**config.mk**
```make
export PLATFORM = sky130hd
export DESIGN_NAME = fb_rxcounters_flat
export DESIGN_NICKNAME = d
export VERILOG_FILES = /design/src/rtl/fb_rxcounters_if.sv /design/src/rtl/fb_rxcounters.sv /design/src/flat_wrapper.sv
export SDC_FILE = /design/constraint.sdc
export NUM_CORES = 1
export LEC_CHECK = 0
export ABC_CLOCK_PERIOD_IN_PS = 1740
export BUFFER_PORTS_ARGS = -buffer_cell sky130_fd_sc_hd__buf_2
export CAP_MARGIN = 10
export CORE_ASPECT_RATIO = 1.4
export CORE_MARGIN = 2
export CORE_UTILIZATION = 25
export DETAILED_ROUTE_END_ITERATION = 10
export SLEW_MARGIN = 10
export SYNTH_ARGS = -nofsm -noshare
export SYNTH_HDL_FRONTEND = slang
export SYNTH_SLANG_ARGS = --single-unit
```
**constraint.sdc**
```tcl
create_clock -name MTxClk -period 1.74 [get_ports MTxClk]
set_input_delay 0 -clock MTxClk [delete_from_list [all_inputs] [get_ports MTxClk]]
set_output_delay 0 -clock MTxClk [all_outputs]
set_load 0.05 [all_outputs]
```
**src/rtl/fb_rxcounters_if.sv**
```systemverilog
// fb_rxcounters_if
//   Receive nibble stream and receive-RAM write bus of the FREEDM bus
//   receiver.
//   MRxDV, MRxD              : qualified receive nibble (PHY side)
//   RxRamAddr, RxRamData,
//   RxRamWe                  : byte write port into the receive RAM
//   master : the counter/byte-assembly block (consumes nibbles, drives RAM)
//   slave  : the PHY/RAM side
interface fb_rxcounters_if;
  logic       MRxDV;
  logic [3:0] MRxD;
  logic [7:0] RxRamAddr;
  logic [7:0] RxRamData;
  logic       RxRamWe;

  modport master (
    input  MRxDV,
    input  MRxD,
    output RxRamAddr,
    output RxRamData,
    output RxRamWe
  );

  modport slave (
    output MRxDV,
    output MRxD,
    input  RxRamAddr,
    input  RxRamData,
    input  RxRamWe
  );
endinterface

```
**src/rtl/fb_rxcounters.sv**
```systemverilog
// fb_rxcounters
//   Receive-side nibble counters and byte assembly for the FREEDM bus.
//   Counts qualified nibbles per frame, per slave data field, per CRC field
//   and per preamble, produces the state-end strobes for the receive FSM,
//   and packs data nibbles into bytes written to the receive RAM.
//   MTxClk, Reset        : clock, asynchronous active-high reset
//   rxBus                : nibble input and RAM write port (interface)
//   State*               : one-hot receive FSM state inputs
//   NibCnt, TotalNibCnt,
//   CrcNibCnt            : nibble counters
//   *StateEnd            : state-end strobes to the FSM
//   RxOverflow           : sticky, a byte was dropped because RAM was full
module fb_rxcounters #(
  parameter int DATA_NIBBLES     = 16,
  parameter int PREAMBLE_NIBBLES = 3
) (
  input  logic                   MTxClk,
  input  logic                   Reset,
  fb_rxcounters_if.master        rxBus,
  input  logic                   StateIdle,
  input  logic                   StatePreamble,
  input  logic                   StateSoC,
  input  logic                   StateCrc,
  input  logic                   StateFrmCrc,
  input  logic [1:0]             StateData,
  output logic [15:0]            NibCnt,
  output logic [15:0]            TotalNibCnt,
  output logic [3:0]             CrcNibCnt,
  output logic                   PreambleStateEnd,
  output logic                   DataStateEnd,
  output logic                   CrcStateEnd,
  output logic                   FrmCrcStateEnd,
  output logic                   RxOverflow
);

  localparam logic [15:0] DataLastNib    = 16'(DATA_NIBBLES - 1);
  localparam logic [3:0]  PreambleNeeded = 4'(PREAMBLE_NIBBLES);

  logic       v;
  logic       dataState;
  logic       nibClr;
  logic       addrClr;
  logic       anyActive;
  logic       highPair;
  logic       ramWrite;
  logic       ramDrop;
  logic [3:0] preambleNibCnt;
  logic [3:0] frmCrcNibCnt;
  logic [3:0] lowHold;
  logic       halfValid;
  logic       full;

  assign v         = rxBus.MRxDV;
  assign dataState = |StateData;
  assign nibClr    = StateIdle | StateSoC | StateCrc;
  assign addrClr   = StateIdle | StatePreamble | StateSoC;
  assign anyActive = ~StateIdle &
                     (StatePreamble | StateSoC | StateCrc | StateFrmCrc | dataState);

  // A high nibble completes a byte only if a low nibble is pending; the
  // clear term also covers StateIdle arriving together with a high nibble.
  assign highPair  = StateData[1] & v & halfValid & ~nibClr;
  assign ramWrite  = highPair & ~full;
  assign ramDrop   = highPair & full;

  assign DataStateEnd     = dataState & v & (NibCnt == DataLastNib);
  assign PreambleStateEnd = (preambleNibCnt >= PreambleNeeded);
  assign CrcStateEnd      = CrcNibCnt[0];
  assign FrmCrcStateEnd   = frmCrcNibCnt[0];

  always_ff @(posedge MTxClk or posedge Reset) begin
    if (Reset)
      NibCnt <= '0;
    else if (nibClr)
      NibCnt <= '0;
    else if (dataState && v && NibCnt != 16'hFFFF)
      NibCnt <= NibCnt + 16'd1;
  end

  always_ff @(posedge MTxClk or posedge Reset) begin
    if (Reset)
      TotalNibCnt <= '0;
    else if (StateIdle)
      TotalNibCnt <= '0;
    else if (anyActive && v && TotalNibCnt != 16'hFFFF)
      TotalNibCnt <= TotalNibCnt + 16'd1;
  end

  always_ff @(posedge MTxClk or posedge Reset) begin
    if (Reset)
      preambleNibCnt <= '0;
    else if (StateIdle)
      preambleNibCnt <= '0;
    else if (StatePreamble && v) begin
      if (rxBus.MRxD != 4'h5)
        preambleNibCnt <= '0;
      else if (preambleNibCnt != 4'hF)
        preambleNibCnt <= preambleNibCnt + 4'd1;
    end
  end

  always_ff @(posedge MTxClk or posedge Reset) begin
    if (Reset)
      CrcNibCnt <= '0;
    else if (dataState)
      CrcNibCnt <= '0;
    else if (StateCrc && v)
      CrcNibCnt <= CrcNibCnt + 4'd1;
  end

  always_ff @(posedge MTxClk or posedge Reset) begin
    if (Reset)
      frmCrcNibCnt <= '0;
    else if (StateCrc)
      frmCrcNibCnt <= '0;
    else if (StateFrmCrc && v)
      frmCrcNibCnt <= frmCrcNibCnt + 4'd1;
  end

  // Byte assembly: low nibble is held until its high nibble arrives.
  always_ff @(posedge MTxClk or posedge Reset) begin
    if (Reset) begin
      lowHold   <= '0;
      halfValid <= 1'b0;
    end else begin
      if (StateData[0] && v)
        lowHold <= rxBus.MRxD;
      if (nibClr)
        halfValid <= 1'b0;
      else if (StateData[0] && v)
        halfValid <= 1'b1;
      else if (highPair)
        halfValid <= 1'b0;
    end
  end

  always_ff @(posedge MTxClk or posedge Reset) begin
    if (Reset) begin
      rxBus.RxRamData <= '0;
      rxBus.RxRamWe   <= 1'b0;
    end else begin
      rxBus.RxRamWe <= ramWrite;
      if (ramWrite)
        rxBus.RxRamData <= {rxBus.MRxD, lowHold};
    end
  end

  // The address advances after the write cycle so that it holds the
  // target address while RxRamWe is high; it sticks at 8'hFF once full.
  always_ff @(posedge MTxClk or posedge Reset) begin
    if (Reset) begin
      rxBus.RxRamAddr <= '0;
      full            <= 1'b0;
    end else if (addrClr) begin
      rxBus.RxRamAddr <= '0;
      full            <= 1'b0;
    end else if (rxBus.RxRamWe) begin
      if (rxBus.RxRamAddr == 8'hFF)
        full <= 1'b1;
      else
        rxBus.RxRamAddr <= rxBus.RxRamAddr + 8'd1;
    end
  end

  always_ff @(posedge MTxClk or posedge Reset) begin
    if (Reset)
      RxOverflow <= 1'b0;
    else if (StateIdle)
      RxOverflow <= 1'b0;
    else if (ramDrop)
      RxOverflow <= 1'b1;
  end

endmodule

```
**src/flat_wrapper.sv**
```systemverilog
// flat-port wrapper written by rule: the top's interface ports become plain ports
module fb_rxcounters_flat 
#(
  parameter int DATA_NIBBLES     = 16,
  parameter int PREAMBLE_NIBBLES = 3
)
  (MTxClk, Reset, StateIdle, StatePreamble, StateSoC, StateCrc, StateFrmCrc, StateData, NibCnt, TotalNibCnt, CrcNibCnt, PreambleStateEnd, DataStateEnd, CrcStateEnd, FrmCrcStateEnd, RxOverflow, rxBus_MRxDV, rxBus_MRxD, rxBus_RxRamAddr, rxBus_RxRamData, rxBus_RxRamWe);
  fb_rxcounters_if rxBus_i ();
  input  logic MTxClk;
  input  logic Reset;
  input  logic StateIdle;
  input  logic StatePreamble;
  input  logic StateSoC;
  input  logic StateCrc;
  input  logic StateFrmCrc;
  input  logic [1:0] StateData;
  output logic [15:0] NibCnt;
  output logic [15:0] TotalNibCnt;
  output logic [3:0] CrcNibCnt;
  output logic PreambleStateEnd;
  output logic DataStateEnd;
  output logic CrcStateEnd;
  output logic FrmCrcStateEnd;
  output logic RxOverflow;
  input wire logic [$bits(rxBus_i.MRxDV)-1:0] rxBus_MRxDV;
  input wire logic [$bits(rxBus_i.MRxD)-1:0] rxBus_MRxD;
  output wire logic [$bits(rxBus_i.RxRamAddr)-1:0] rxBus_RxRamAddr;
  output wire logic [$bits(rxBus_i.RxRamData)-1:0] rxBus_RxRamData;
  output wire logic [$bits(rxBus_i.RxRamWe)-1:0] rxBus_RxRamWe;
  assign rxBus_i.MRxDV = rxBus_MRxDV;
  assign rxBus_i.MRxD = rxBus_MRxD;
  assign rxBus_RxRamAddr = rxBus_i.RxRamAddr;
  assign rxBus_RxRamData = rxBus_i.RxRamData;
  assign rxBus_RxRamWe = rxBus_i.RxRamWe;
  fb_rxcounters #(.DATA_NIBBLES(DATA_NIBBLES), .PREAMBLE_NIBBLES(PREAMBLE_NIBBLES)) u_core (.MTxClk(MTxClk), .Reset(Reset), .rxBus(rxBus_i), .StateIdle(StateIdle), .StatePreamble(StatePreamble), .StateSoC(StateSoC), .StateCrc(StateCrc), .StateFrmCrc(StateFrmCrc), .StateData(StateData), .NibCnt(NibCnt), .TotalNibCnt(TotalNibCnt), .CrcNibCnt(CrcNibCnt), .PreambleStateEnd(PreambleStateEnd), .DataStateEnd(DataStateEnd), .CrcStateEnd(CrcStateEnd), .FrmCrcStateEnd(FrmCrcStateEnd), .RxOverflow(RxOverflow));
endmodule
```
**Word-level counts from Yosys, hierarchy flattened**

Index checks and enable logic that the tools add are counted.

- Register bits after elaboration: 68
- Bits of input ports: 14
- Output and inout port bits: 58
- Logic and storage cells: 90

- $add $sub $neg: 6
- Magnitude comparators: 1
- Equal/unequal tests: 7
- Muxes and demuxes: 23
- Bitwise gates (word level): 19
- Reductions and logical operators: 22

Operators with widths:

| operator | number |
|---|---|
| $mux W16 | 4 |
| $add A16 B1 Y16 const B | 2 |
| $mux W4 | 8 |
| $ne A16 B16 Y1 const B | 2 |
| $mux W8 | 3 |
| $eq A16 B4 Y1 const B | 1 |
| $reduce_bool A2 Y1 | 8 |
| $add A4 B1 Y4 const B | 3 |
| $add A8 B1 Y8 const B | 1 |
| $and A1 B1 Y1 | 8 |
| $eq A8 B8 Y1 const B | 1 |
| $logic_and A1 B1 Y1 | 8 |
| $mux W1 | 8 |
| $or A1 B1 Y1 | 8 |
| $reduce_and A2 Y1 | 3 |
| $reduce_bool A3 Y1 | 2 |
| $ge A4 B2 Y1 const B | 1 |
| $ne A4 B3 Y1 const B | 1 |
| $ne A4 B4 Y1 const B | 1 |
| $not A1 Y1 | 3 |
| $ne A2 B1 Y1 const B | 1 |
| $reduce_or A2 Y1 | 1 |

**Depth between registers and ports, before layout**

- Word-level depth: 9
- Depth in mapped cells: 7
- Mapped depth without buffers: 5

**Least setup slack after synthesis**

OpenSTA, ideal clock, no wires.

- Path type: flip-flop to output port
- Start: register u_core.NibCnt[0]
- End: output DataStateEnd
- Arrival: 2699 ps
- Required time: 1740 ps
- Setup slack: -959 ps
- Stages on the path, launching flop included: 4
- Path buffers: 0
- Cells stage by stage: dfrtp_1 > ha_1 > nand3_1 > nor4_1

- Longest elaborated chain between the ends: 2

Ends and longest elaborated chain:

| element | RTL line | text |
|---|---|---|
| from (decl) | fb_rxcounters.sv:26 | `output logic [15:0] NibCnt,` |
| from (signal assigned) | fb_rxcounters.sv:77 | `NibCnt <= NibCnt + 16'd1;` |
| $eq A16 B4 Y1 | fb_rxcounters.sv:66 | `assign DataStateEnd = dataState & v & (NibCnt == DataLastNib);` |
| $and A1 B1 Y1 | fb_rxcounters.sv:66 |  |
| to (decl) | flat_wrapper.sv:21 | `output logic DataStateEnd;` |

No other way between the ends.

**Final worst setup path**

- Start: register u_core.TotalNibCnt[10]
- End: register u_core.TotalNibCnt[2]

- Longest elaborated chain between the ends: 3

Ends and longest elaborated chain:

| element | RTL line | text |
|---|---|---|
| from (decl) | fb_rxcounters.sv:27 | `output logic [15:0] TotalNibCnt,` |
| from (signal assigned) | fb_rxcounters.sv:86 | `TotalNibCnt <= TotalNibCnt + 16'd1;` |
| $ne A16 B16 Y1 | fb_rxcounters.sv:85 | `else if (anyActive && v && TotalNibCnt != 16'hFFFF)` |
| $logic_and A1 B1 Y1 | fb_rxcounters.sv:85 |  |
| $reduce_bool A2 Y1 (no line) | -- |  |

No other way between the ends.
A chain may end at the register's enable or synchronous reset.

==> run_results.csv <==
group,metric,value,unit
route,first_pass_iters,4,
finish,syn_to_final_growth,40.75,%
cts,path_clk_slew,0.06,ns
finish,nets,469,
route,ant_nets,0,
cts,clockBufferDepth,2,
setup_path,worstSetupPathType,"flip-flop to flip-flop",
setup_path,worstPathMaxFanout,5,
die,pin_count,72,
global_route,antenna_found_initial,0,
placement,place_hpwl,6.620,mm
sta,min_period_over_period,98.86,%
global_route,grt_pass1_vias,3115,
die,die-area,0.01462,sq mm
power_and_ir_drop,power_frac_seq,40.5,%
synthesis,synthFlopType,"dfrtp_1",
synthesis,synth-edff-count,0,
synthesis,synth_common_cells,"65 x dfrtp_1, 42 x a21oi_1, 24 x nand2_1, 22 x or4_1, 21 x nand3_1",
worst_hold_path,hold_class,"input pin to flip-flop",
sta,max_freq,0.5813,GHz
die,std_cell_rows,50,
sta,fin_crit,1.720,ns
route,dr_total_vias,3214,
power_and_ir_drop,swShare,24.55,%
cts,root_buffer,"clkbuf_16",
synthesis,syn-cell-area,0.003415,sq mm
placement,portBuffers,71,
finish,layout.area.seq,0.001669,sq mm
route,drt_iter0_drc,99,
cts,numCtsBuffers,9,
die,core_area,0.01339,sq mm
flow_run,maxCapViolCount,0,
route,routedWlPerCell,15.02,um
finish,drive_gt1_share,44.62,%
sta,slew_viol_final,0,
cts,cts_tree,"done",
global_route,grt_max_degree,66,
cts,cts_sinks,65,
synthesis,yosys-top-cells-area,"dfrtp_1 48%, a21oi_1 6.2%, or4_1 4.8%",
sta,hold_viol,0,
route,routed_wl,9.570,mm
power_and_ir_drop,p_clk_share,52.2,%
finish,fill_cells,1389,
finish,multi_input_area,0.001834,sq mm
power_and_ir_drop,p_int,0.002904,W
synthesis,avgSynthCellArea,10.01,sq um
power_and_ir_drop,total_power,0.003848,W
synthesis,yosysWarnings,0,
synthesis,synth-seq-area-share,47.64,%
power_and_ir_drop,pwr-share-comb,7.3,%
setup_path,arrival,1.94,ns
sta,setup_viol,0,
synthesis,synth.distinct_cells,45,
global_route,grt_pass1_wl,15.60,mm
power_and_ir_drop,power_density,800.8,mW/mm^2
finish,num_antenna_cells,0,
sta,worstMarginPinSlew,0.5097,ns
sta,grt_setup_unrepaired,"true",
route,drc,0,
synthesis,synth_most_common_cell,"dfrtp_1",
setup_path,crit_path_end_kind,"flip-flop",
finish,fin_util,35.90,%
die,die_w,102.8,um
cts,h-tree-depth,3,
global_route,grt_usage,13.52,%
synthesis,async_reset_ff_share,100.0,%
synthesis,synth_top_area_share,47.64,%
sta,slew_headroom,65.14,%
die,start_util,25.50,%
run_status,status,"finished, final reports clean",
route,avgViaCountPerCell,5.046,
global_route,grt.overflow.total,0,
setup_path,required,1.96,ns
setup_path,start_kind,"flip-flop",
power_and_ir_drop,ir_worst_vdd,0.4210,mV
synthesis,synth_nets,360,
sta,fin_skew,0.004218,ns
synthesis,yosysTopAreaCell,"dfrtp_1",
placement,gp_congestion,0.7823,
die,fp.dieH,142.3,um
synthesis,ys_ff_latch,65,
cts,clock_latency,0.33,ns
power_and_ir_drop,p_switching,0.0009448,W
power_and_ir_drop,total_leakage_power,2.053,nW
synthesis,syn_inst,341,
[power by group through the flow]
stage	registers, W	logic (W)	clock network [W]
final	0.00156	0.000281	0.00201
after global routing	0.00156	0.000311	0.00213
after global placement	0.00159	0.000263	0
after detailed placement	0.00159	0.000268	0
after floorplan	0.00163	0.000125	0
after CTS	0.00156	0.000281	0.00206
[worst paths after layout]
kind / startpoint / depth (start not counted) / slack (ns) / endpoint
min in group asynchronous: Reset / 4 / 0.28 / u_core.rxBus.RxRamData[0]
setup reg to reg: u_core.TotalNibCnt[10] / 4 / 0.02 / u_core.TotalNibCnt[2]
hold / removal: StateFrmCrc / 4 / 0.02 / u_core.frmCrcNibCnt[0]
setup / recovery: u_core.TotalNibCnt[10] / 4 / 0.02 / u_core.TotalNibCnt[2]
hold reg to reg: u_core.rxBus.RxRamData[5] / 1 / 0.50 / u_core.rxBus.RxRamData[5]
max in group asynchronous: Reset / 4 / 1.15 / u_core.TotalNibCnt[3]
[stage by stage]
| step | setup slack, ns | TNS, ns | hold slack, ns | cell area, sq um | std cells |
|---|---|---|---|---|---|
| CTS | 0.006973 | 0 | 0.007541 | 4643 | 629 |
| global placement | 0.08738 | 0 | 0.1019 | 4207 | 602 |
| detailed placement | 0.01564 | 0 | 0.1101 | 4207 | 602 |
| finish | 0.01982 | 0 | 0.01840 | 4806 | 637 |
| floorplan | -0.03149 | -0.8863 | 0.06641 | 3523 | 341 |
| global route | -0.04739 | -0.1587 | 0.04539 | 4806 | 637 |
[kinds of logic (layout without fill, tap and decap cells)]
logic type | count (synthesis) | count (layout) | synth area share, %
flops | 65 | 65 | 47.64
simple gates | 139 | 139 | 23.89
mux | 17 | 17 | 5.606
compound gates | 90 | 90 | 16.12
xor+xnor | 6 | 6 | 1.539
buf+inv | 19 | 133 | 3.371
fa+ha+maj | 5 | 5 | 1.832
[metal layers]
metal | wire, um | GRT usage, %
met5 | 0 | 0
met4 | 91 | 5.125
met3 | 455 | 3.143
met2 | 4910 | 22.57
met1 | 4112 | 16.81
[what timing repair did]
item / in CTS / in global routing
endpoints found under the setup margin: 1 / 36
buffers inserted: 4 / 7
hold endpoints to repair: 75 / 0
gates resized for setup: 3 / 21
pin swaps: 1 / 18
cloned: 0 / 1
hold buffers: 7 / 0
[critical path, cell delays in order (launching register included)]
cell     delay, ns
dfrtp_2       0.39
nand4_1       0.20
or4_1         0.58
nand3_1       0.12
mux2_4        0.31
[placed cells by master (no fill, tap or decap), types with 4 or more instances in the layout]
master and n:
nand4_1 11, inv_1 4, and3_1 9, dlygate4sd3_1 7, nor2_1 15, dfrtp_2 34, o31ai_1 19, xor2_1 4
nand2_1 24, buf_4 28, a21oi_1 36, or4_1 14, o21ai_0 15, or4_4 9, a21oi_2 6, dfrtp_1 31
buf_2 71, or3_1 14, mux2_2 12, clkbuf_16 9, nand3_1 20
[sequential cells by signal, summed over array words and instances, names as in the netlist]
| register | flops |
|---|---|
| u_core.lowHold | 4 |
| u_core.TotalNibCnt | 16 |
| u_core.frmCrcNibCnt | 1 |
| u_core.halfValid | 1 |
| u_core.rxBus.RxRamWe | 1 |
| u_core.rxBus.RxRamData | 8 |
| u_core.RxOverflow | 1 |
| u_core.CrcNibCnt | 4 |
| u_core.full | 1 |
| u_core.preambleNibCnt | 4 |
| u_core.rxBus.RxRamAddr | 8 |
| u_core.NibCnt | 16 |
[layout make-up]
| cell class | count | area share [%] |
|---|---|---|
| multi-input cells | 257 | 38.17 |
| flip-flops and latches | 65 | 34.73 |
| repair buffers | 112 | 15.18 |
| well taps | 182 | 4.738 |
| clock buffers | 9 | 4.686 |
| clock inverters | 7 | 2.109 |
| inverters | 5 | 0.3905 |
(Power assumes the default switching activity.)
